File: src/rtl/spi_image_master.sv
// SPI mode-0 master that plays the external host for the recognizer's SPI slave.
// Per image it sends a start byte (0x00), NUM_PIX_BYTES pixel bytes pulled from a
// ready/valid stream, and an end byte (0xFF). It then idles RESULT_WAIT cycles and
// clocks one result byte back from MISO. Bytes travel LSB first in both directions.
module spi_image_master #(
    parameter int HALF_PERIOD   = 8,     // clk cycles per SCK half-period, >= 2
    parameter int NUM_PIX_BYTES = 72,    // pixel bytes per frame
    parameter int RESULT_WAIT   = 6000,  // idle cycles between the end byte and the result read
    parameter int GAP_CYCLES    = 16     // SS-high cycles after every byte
) (
    input  logic       clk,
    input  logic       rst,
    input  logic       start,
    input  logic [7:0] pix_data,
    input  logic       pix_valid,
    output logic       pix_ready,
    output logic       SCK,
    output logic       SS,
    output logic       MOSI,
    input  logic       MISO,
    output logic       busy,
    output logic [7:0] result,
    output logic       result_valid
);

    localparam int HW       = (HALF_PERIOD > 2) ? $clog2(HALF_PERIOD) : 1;
    localparam int IDLE_MAX = (RESULT_WAIT > GAP_CYCLES) ? RESULT_WAIT : GAP_CYCLES;
    localparam int IW       = $clog2(IDLE_MAX + 1);
    localparam int PW       = $clog2(NUM_PIX_BYTES + 1);

    typedef enum logic [2:0] {
        ST_IDLE,
        ST_SEND_SOF,
        ST_FETCH,
        ST_SEND_PIX,
        ST_SEND_EOF,
        ST_WAIT,
        ST_READ,
        ST_DONE
    } state_t;

    state_t        state;
    logic [HW-1:0] half_cnt;   // position inside the current SCK half-period
    logic [2:0]    bit_cnt;    // bit being shifted; wraps back to 0 after bit 7
    logic          in_gap;     // byte bits finished, SS high, counting the gap
    logic [IW-1:0] idle_cnt;   // shared by the inter-byte gap and the result wait
    logic [PW-1:0] pix_cnt;    // pixel bytes already sent in this frame
    logic [7:0]    tx_shift;   // tx_shift[0] is the bit currently on MOSI
    logic [7:0]    rx_shift;

    logic byte_state;
    logic half_done;
    logic gap_done;
    logic byte_end;

    assign byte_state = (state == ST_SEND_SOF) || (state == ST_SEND_PIX) ||
                        (state == ST_SEND_EOF) || (state == ST_READ);
    assign half_done  = (half_cnt == HW'(HALF_PERIOD - 1));
    assign gap_done   = in_gap && (idle_cnt == IW'(GAP_CYCLES - 1));
    // Last gap cycle of the current byte: the sequencer moves on at this edge,
    // and may start the next byte in the same edge.
    assign byte_end   = byte_state && gap_done;

    // Frame sequencer and byte engine; every output is a register.
    // NOTE: sequential state uses non-blocking assignments only, so each register
    // sees pre-edge values of all others regardless of statement order.
    always_ff @(posedge clk or posedge rst) begin
        if (rst) begin
            state        <= ST_IDLE;
            SCK          <= 1'b0;
            SS           <= 1'b1;
            MOSI         <= 1'b1;
            pix_ready    <= 1'b0;
            busy         <= 1'b0;
            result       <= 8'h00;
            result_valid <= 1'b0;
            half_cnt     <= '0;
            bit_cnt      <= '0;
            in_gap       <= 1'b0;
            idle_cnt     <= '0;
            pix_cnt      <= '0;
            tx_shift     <= 8'h00;
            rx_shift     <= 8'h00;
        end else begin
            result_valid <= 1'b0;

            // Byte engine. Loading a byte (SS low, MOSI = bit 0) is done by the
            // sequencer below; the counters are already back at 0 by then.
            if (byte_state) begin
                if (!in_gap) begin
                    if (half_done) begin
                        half_cnt <= '0;
                        if (!SCK) begin
                            SCK <= 1'b1;
                            // MISO is not synchronized: the slave runs on this same clk.
                            if (state == ST_READ) begin
                                rx_shift <= {MISO, rx_shift[7:1]};
                            end
                        end else begin
                            SCK     <= 1'b0;
                            bit_cnt <= bit_cnt + 3'd1;
                            if (bit_cnt == 3'd7) begin
                                SS     <= 1'b1;
                                MOSI   <= 1'b1;
                                in_gap <= 1'b1;
                            end else begin
                                MOSI     <= tx_shift[1];
                                tx_shift <= {1'b1, tx_shift[7:1]};
                            end
                        end
                    end else begin
                        half_cnt <= half_cnt + HW'(1);
                    end
                end else if (gap_done) begin
                    in_gap   <= 1'b0;
                    idle_cnt <= '0;
                end else begin
                    idle_cnt <= idle_cnt + IW'(1);
                end
            end

            // Frame sequencer
            case (state)
                ST_IDLE: begin
                    if (start) begin
                        busy     <= 1'b1;
                        pix_cnt  <= '0;
                        SS       <= 1'b0;
                        MOSI     <= 1'b0;
                        tx_shift <= 8'h00;
                        state    <= ST_SEND_SOF;
                    end
                end
                ST_SEND_SOF: begin
                    if (byte_end) begin
                        pix_ready <= 1'b1;
                        state     <= ST_FETCH;
                    end
                end
                ST_FETCH: begin
                    // A stall here simply holds SS high and SCK low.
                    if (pix_valid && pix_ready) begin
                        pix_ready <= 1'b0;
                        SS        <= 1'b0;
                        MOSI      <= pix_data[0];
                        tx_shift  <= pix_data;
                        state     <= ST_SEND_PIX;
                    end
                end
                ST_SEND_PIX: begin
                    if (byte_end) begin
                        pix_cnt <= pix_cnt + PW'(1);
                        if (pix_cnt == PW'(NUM_PIX_BYTES - 1)) begin
                            SS       <= 1'b0;
                            MOSI     <= 1'b1;
                            tx_shift <= 8'hFF;
                            state    <= ST_SEND_EOF;
                        end else begin
                            pix_ready <= 1'b1;
                            state     <= ST_FETCH;
                        end
                    end
                end
                ST_SEND_EOF: begin
                    if (byte_end) begin
                        state <= ST_WAIT;
                    end
                end
                ST_WAIT: begin
                    if (idle_cnt == IW'(RESULT_WAIT - 1)) begin
                        idle_cnt <= '0;
                        SS       <= 1'b0;
                        MOSI     <= 1'b1;
                        tx_shift <= 8'hFF;
                        state    <= ST_READ;
                    end else begin
                        idle_cnt <= idle_cnt + IW'(1);
                    end
                end
                ST_READ: begin
                    if (byte_end) begin
                        state <= ST_DONE;
                    end
                end
                ST_DONE: begin
                    result       <= rx_shift;
                    result_valid <= 1'b1;
                    busy         <= 1'b0;
                    state        <= ST_IDLE;
                end
                default: state <= ST_IDLE;
            endcase
        end
    end

endmodule

File: config.mk
export PLATFORM = sky130hd
export DESIGN_NAME = spi_image_master
export DESIGN_NICKNAME = d
export VERILOG_FILES = /design/src/rtl/spi_image_master.sv
export SDC_FILE = /design/constraint.sdc
export NUM_CORES = 1
export LEC_CHECK = 0
export ABC_AREA = 1
export BUFFER_PORTS_ARGS = -buffer_cell sky130_fd_sc_hd__buf_2
export CAP_MARGIN = 0
export CORE_AREA = 5 5 78 80
export CTS_BUF_LIST = sky130_fd_sc_hd__clkbuf_4 sky130_fd_sc_hd__clkbuf_8
export CTS_CLUSTER_SIZE = 30
export DETAILED_ROUTE_END_ITERATION = 8
export DIE_AREA = 0 0 83 85
export PLACE_DENSITY = 0.81
export SETUP_SLACK_MARGIN = 0.3
export SLEW_MARGIN = 20
export SYNTH_ARGS = -nofsm -noshare
export SYNTH_HDL_FRONTEND = slang
export SYNTH_SLANG_ARGS = --single-unit
File: constraint.sdc
create_clock -name clk -period 2.2 [get_ports clk]
set_input_delay 0 -clock clk [delete_from_list [all_inputs] [get_ports clk]]
set_output_delay 0 -clock clk [all_outputs]
set_load 0.005 [all_outputs]
==> Word level (Yosys, flattened, before mapping) <==
Index checks and enable logic that the tools add are counted.
{ "totals": {"ff_bits": 60, "elab_cells": 127} }
{ "op_classes": {"n_addsub": 4, "n_eq_ne": 20, "n_mux": 65, "bitwise_logic": 2, "n_reduce_logical": 21} }
{ "op_table": {"columns": ["cell", "n"], "rows": [
  ["8-bit 2-to-1 mux", 10],
  ["13-bit 2-to-1 mux", 5],
  ["1-bit 2-to-1 mux", 32],
  ["8-bit case mux with 4 select lines", 1],
  ["3-bit 2-to-1 mux", 9],
  ["3-bit case mux with 8 select lines", 1],
  ["3-bit equality test, second input constant", 6],
  ["2-bit inequality test, second input constant", 8],
  ["7-bit 2-to-1 mux", 2],
  ["7-bit case mux with 2 select lines", 1],
  ["13-bit by 1-bit adder with 13-bit output, second input constant", 1],
  ["13-bit equality test, second input constant", 1],
  ["13-bit by 4-bit equality test with 1-bit output, second input constant", 1],
  ["5-bit AND reduction", 2],
  ["1-bit case mux with 4 select lines", 2],
  ["2-bit nonzero test", 4],
  ["7-bit by 1-bit adder with 7-bit output, second input constant", 1],
  ["7-bit equality test, second input constant", 1],
  ["7-bit AND reduction", 1],
  ["3-bit by 1-bit adder with 3-bit output, second input constant", 2],
  ["3-bit by 2-bit equality test with 1-bit output, second input constant", 2],
  ["2-bit AND reduction", 3],
  ["3-bit AND reduction", 2],
  ["4-bit AND reduction", 1],
  ["other kinds (8)", 13]
]} }

==> Longest topological paths before layout <==
{ "depth": {"word_depth": 9, "depth_mapped": 11, "ltp_nobuf": 9} }

==> Worst setup path after synthesis <==
Ideal clock, no wire load.
{ "synth_timing": {"path_kind": "reg2reg", "startpoint": "reg bit_cnt[0]", "endpoint": "reg tx_shift[1]", "setup_time_ns": 0.074, "t_arrival_ns": 1.441, "required_ns": 2.126, "setup_slack_ns": 0.685, "stages_incl_launch_ff": 8, "path_buffers": 0, "period_less_slack_ns": 1.515, "path_cell_list": "dfrtp_1 -> ha_1 -> ha_1 -> nor2_1 -> nand3_1 -> nand2_1 -> nand3_1 -> nand4_1"} }
{ "synth_between": {"elab_chain_cells": 9, "elab_cells_between_ends": 12, "cone_classes": "eq/ne: 1; mux: 11"} }
{ "synth_rtl": {"columns": ["item", "line_no", "rtl"], "rows": [
  ["from (decl)", "44", "logic [2:0] bit_cnt;"],
  ["from (signal assigned)", "101", "bit_cnt <= bit_cnt + 3'd1;"],
  ["3-bit equality test (*)", "102", "if (bit_cnt == 3'd7) begin"],
  ["8-bit 2-to-1 mux (*)", "102", null],
  ["8-bit 2-to-1 mux (*)", "93", "if (!SCK) begin"],
  ["8-bit 2-to-1 mux (*)", "91", "if (half_done) begin"],
  ["8-bit 2-to-1 mux (*)", "90", "if (!in_gap) begin"],
  ["8-bit 2-to-1 mux (*)", "89", "if (byte_state) begin"],
  ["8-bit 2-to-1 mux", "153", "if (pix_cnt == PW'(NUM_PIX_BYTES - 1)) begin"],
  ["8-bit 2-to-1 mux", "151", "if (byte_end) begin"],
  ["8-bit case mux with 4 select lines (*)", "123", "case (state)"],
  ["to (signal assigned)", "108", "tx_shift <= {1'b1, tx_shift[7:1]};"],
  ["to (signal assigned)", "146", "tx_shift <= pix_data;"],
  ["to (decl)", "48", "logic [7:0] tx_shift;"]
]} }
Every way passes the cells marked *; elsewhere a longest branch is shown, timed or not.
A chain may end at the register's enable or synchronous reset.

==> Worst setup path after layout <==
{ "layout_timing": {"startpoint": "reg half_cnt[0]", "endpoint": "reg tx_shift[5]"} }
{ "layout_between": {"elab_chain_cells": 7, "elab_cells_between_ends": 10, "cone_classes": "eq/ne: 1; mux: 9"} }
{ "layout_rtl": {"columns": ["item", "line_no", "rtl"], "rows": [
  ["from (decl)", "43", "logic [HW-1:0] half_cnt;"],
  ["from (signal assigned)", "112", "half_cnt <= half_cnt + HW'(1);"],
  ["3-bit equality test (*)", "58", "assign half_done = (half_cnt == HW'(HALF_PERIOD - 1));"],
  ["8-bit 2-to-1 mux (*)", "91", null],
  ["8-bit 2-to-1 mux (*)", "90", null],
  ["8-bit 2-to-1 mux (*)", "89", null],
  ["8-bit 2-to-1 mux", "153", null],
  ["8-bit 2-to-1 mux", "151", null],
  ["8-bit case mux with 4 select lines (*)", "123", null]
]} }
Marked as above.

==> flow_summary.yaml <==
status:
  outcome: "finished clean"
floorplanning:
  die-area_mm2: 0.00706
  die_w_um: 83
  die_y_um: 85
  row_count: 27
  ios: 27
  core_area_mm2: 0.00534
  start_util: 0.632
routing:
  vias_per_cell: 5.36
  ant_nets: 0
  wl_per_cell_um: 13.0
  routed_wl_um: 7100
  route.detailed.drc: 0
  drt_iter0_drc: 254
  vias: 2922
  dr.pass1.iters: 4
pwr:
  power_frac_clock: 0.492
  power_frac_seq: 0.484
  sw_frac_of_total: 0.217
  cell_internal_pwr_mw: 1.76
  powerDensity_mw_per_mm2: 577
  finalPower_mw: 2.24
  ir_drop_v: 0.000473
  power.leakage_nw: 1.91
  p_switching_mw: 0.487
  combPwrFrac: 0.023
placement:
  placed_area_mm2: 0.00355
  gp_congestion: 0.913
  pre_cts_ws_ns: 0.450
  portBuffers: 26
  dp_cells: 519
  hpwlAfterDp_um: 4980
clock_network:
  cts_buffers: 9
  clockRootBuffer: "clkbuf_8"
  htree_levels: 3
  postCtsSetupBuffers: 0
  clock_path_buffers: 2
  clk_pin_slew_ns: 0.07
  clkLatencyLatePin_ns: 0.35
  clkSinkCount: 59
  tritoncts: "done"
synthesis:
  syn-num-nets: 448
  syn_area_mm2: 0.00337
  synth_area_leaders: "dfrtp_1 42%, nand2_1 13%, nand3_1 5.6%"
  synth_top_area_cell: "dfrtp_1"
  ys_seq_elements: 59
  yosysWarnings: 0
  synth_edf_count: 0
  synth_most_common_cell: "nand2_1"
  synthDistinctLibCells: 38
  ys.flop_type: "dfrtp_1"
  async_flop_share: 1.00
  synthTopCellsByCount: "119 x nand2_1, 57 x dfrtp_1, 49 x nor2_1, 47 x inv_1, 38 x nand3_1"
  postSynthCellCount: 428
  syn_avg_cell_area_um2: 7.88
  synth.top_cell.area_share: 0.423
  ys_seq_area_frac: 0.439
global_routing:
  grt_pass1_wl_um: 12600
  gr-total-overflow: 0
  grt_max_degree: 60
  grt.total_usage: 0.219
  grt_pass1_vias: 2806
  antenna_found_initial: 0
critical_path:
  crit_fanout: 6
  cpMaxStageDelayCell: "dfrtp_1"
  critPathLaunchType: "flip-flop"
  path_class: "reg -> reg"
  arrival_ns: 2.01
  slowest_delay_ns: 0.41
  critPathBufInv: 1
  r2r_cells: 8
  cp_num_cells: 8
  crit_chain: "ha_1 > ha_1 > inv_1 > nor2_1 > nand3_1 > nand2_1 > nand3_1 > nand4_1"
  path_delay_family: "simple AND/OR/NAND/NOR gates"
  endpoint_kind: "flip-flop"
  required_ns: 2.41
layout:
  seqCellArea_mm2: 0.00148
  fin_nets: 488
  drive_above_1_share: 0.182
  nFillCells: 434
  area_growth_pct: 15.2
  final_cells: 545
  finalInstanceArea_mm2: 0.00388
  multi_input_area_mm2: 0.00163
  final_util: 0.728
  antenna_cells: 0
sta:
  finalHoldViolations: 0
  whs_ns: 0.0392
  fmax_mhz: 554
  clock_skew_ns: 0.00822
  rsz0062_at_grt: "true"
  setup_violations: 0
  tns_ns: 0
  post-route-period-util: 0.820
  worst_slew_pin_slew_ns: 0.420
  drv_slew: 0
  finalCriticalPeriod_ns: 1.80
  setup_slack_ns: 0.396
  max-slew-margin-rel: 0.720
hold_path:
  hold_path.class: "in -> reg"
  hold-path-cell-count: 3
run:
  cap_violations: 0
[registers in the layout (all words and copies together) (netlist names)]
| name | count |
|---|---|
| SS | 1 |
| MOSI | 1 |
| result | 8 |
| tx_shift | 7 |
| pix_cnt | 7 |
| state | 3 |
| result_valid | 1 |
| half_cnt | 3 |
| rx_shift | 8 |
| pix_ready | 1 |
| busy | 1 |
| idle_cnt | 13 |
| bit_cnt | 3 |
| SCK | 1 |
| in_gap | 1 |
[logic make-up after synthesis]
kind of cell / Yosys count / synth area share
adders and majority gates: 7 / 0.0260
xor gates and xnor gates: 10 / 0.0260
buffers and inverters: 63 / 0.0824
muxes: 3 / 0.00965
and+or+nand+nor: 251 / 0.353
DFF: 59 / 0.439
AOI/OAI and AO/OA: 35 / 0.0646
[layout make-up]
class	instances	area share
clock inverter	7	0.0258
timing repair buffer	38	0.0664
tap	72	0.0232
multi-input combinational	306	0.418
clock buffer	9	0.0319
inverter	54	0.0535
sequential	59	0.381
[repair_timing]
action,4_1_cts,5_1_grt
gates resized for setup,0,3
hold buffers,10,0
setup endpoints to repair,0,15
hold endpoints to repair,68,0
[power by group through the flow]
stage | sequential [mW] | combinational [mW] | clock (mW)
after detailed placement | 1.11 | 0.0390 | 0
after CTS | 1.09 | 0.0527 | 1.12
after floorplan | 1.11 | 0.0178 | 0
final | 1.09 | 0.0527 | 1.10
after global placement | 1.11 | 0.0389 | 0
after global routing | 1.08 | 0.0597 | 1.19
[per-layer routing]
layer | vias up | global-route usage | wire length (um)
li1 | 1456 | - | -
met1 | 1370 | 0.288 | 3140
met2 | 80 | 0.352 | 3450
met3 | 16 | 0.0650 | 367
met4 | 0 | 0.0654 | 138
met5 | - | 0 | 0
[cells in the final DEF (no fill, tap or decap), types with 6 or more instances in the layout]
cell type,count
nand2_1,119
dlygate4sd3_1,10
o21ai_2,7
xor2_1,7
inv_2,6
nor2_1,48
buf_2,26
o21ai_0,13
dfrtp_1,57
nand3_1,38
inv_1,46
nand4_1,19
ha_1,6
a21oi_1,7
clkbuf_8,9
[worst reg2reg max path: stages (launching register included)]
cell,delay (ns)
dfrtp_1,0.41
ha_1,0.23
ha_1,0.22
inv_1,0.18
nor2_1,0.10
nand3_1,0.22
nand2_1,0.10
nand3_1,0.11
nand4_1,0.10
[worst paths after layout]
path | slack (ns) | end | startpoint
max | 0.40 | tx_shift[5] | half_cnt[0]
max in group asynchronous | 1.64 | SS | rst
min | 0.04 | busy | start
min in group asynchronous | 0.25 | pix_cnt[3] | rst
min reg2reg | 0.48 | bit_cnt[0] | bit_cnt[0]
max reg2reg | 0.40 | tx_shift[5] | half_cnt[0]
(Power assumes the default switching activity.)
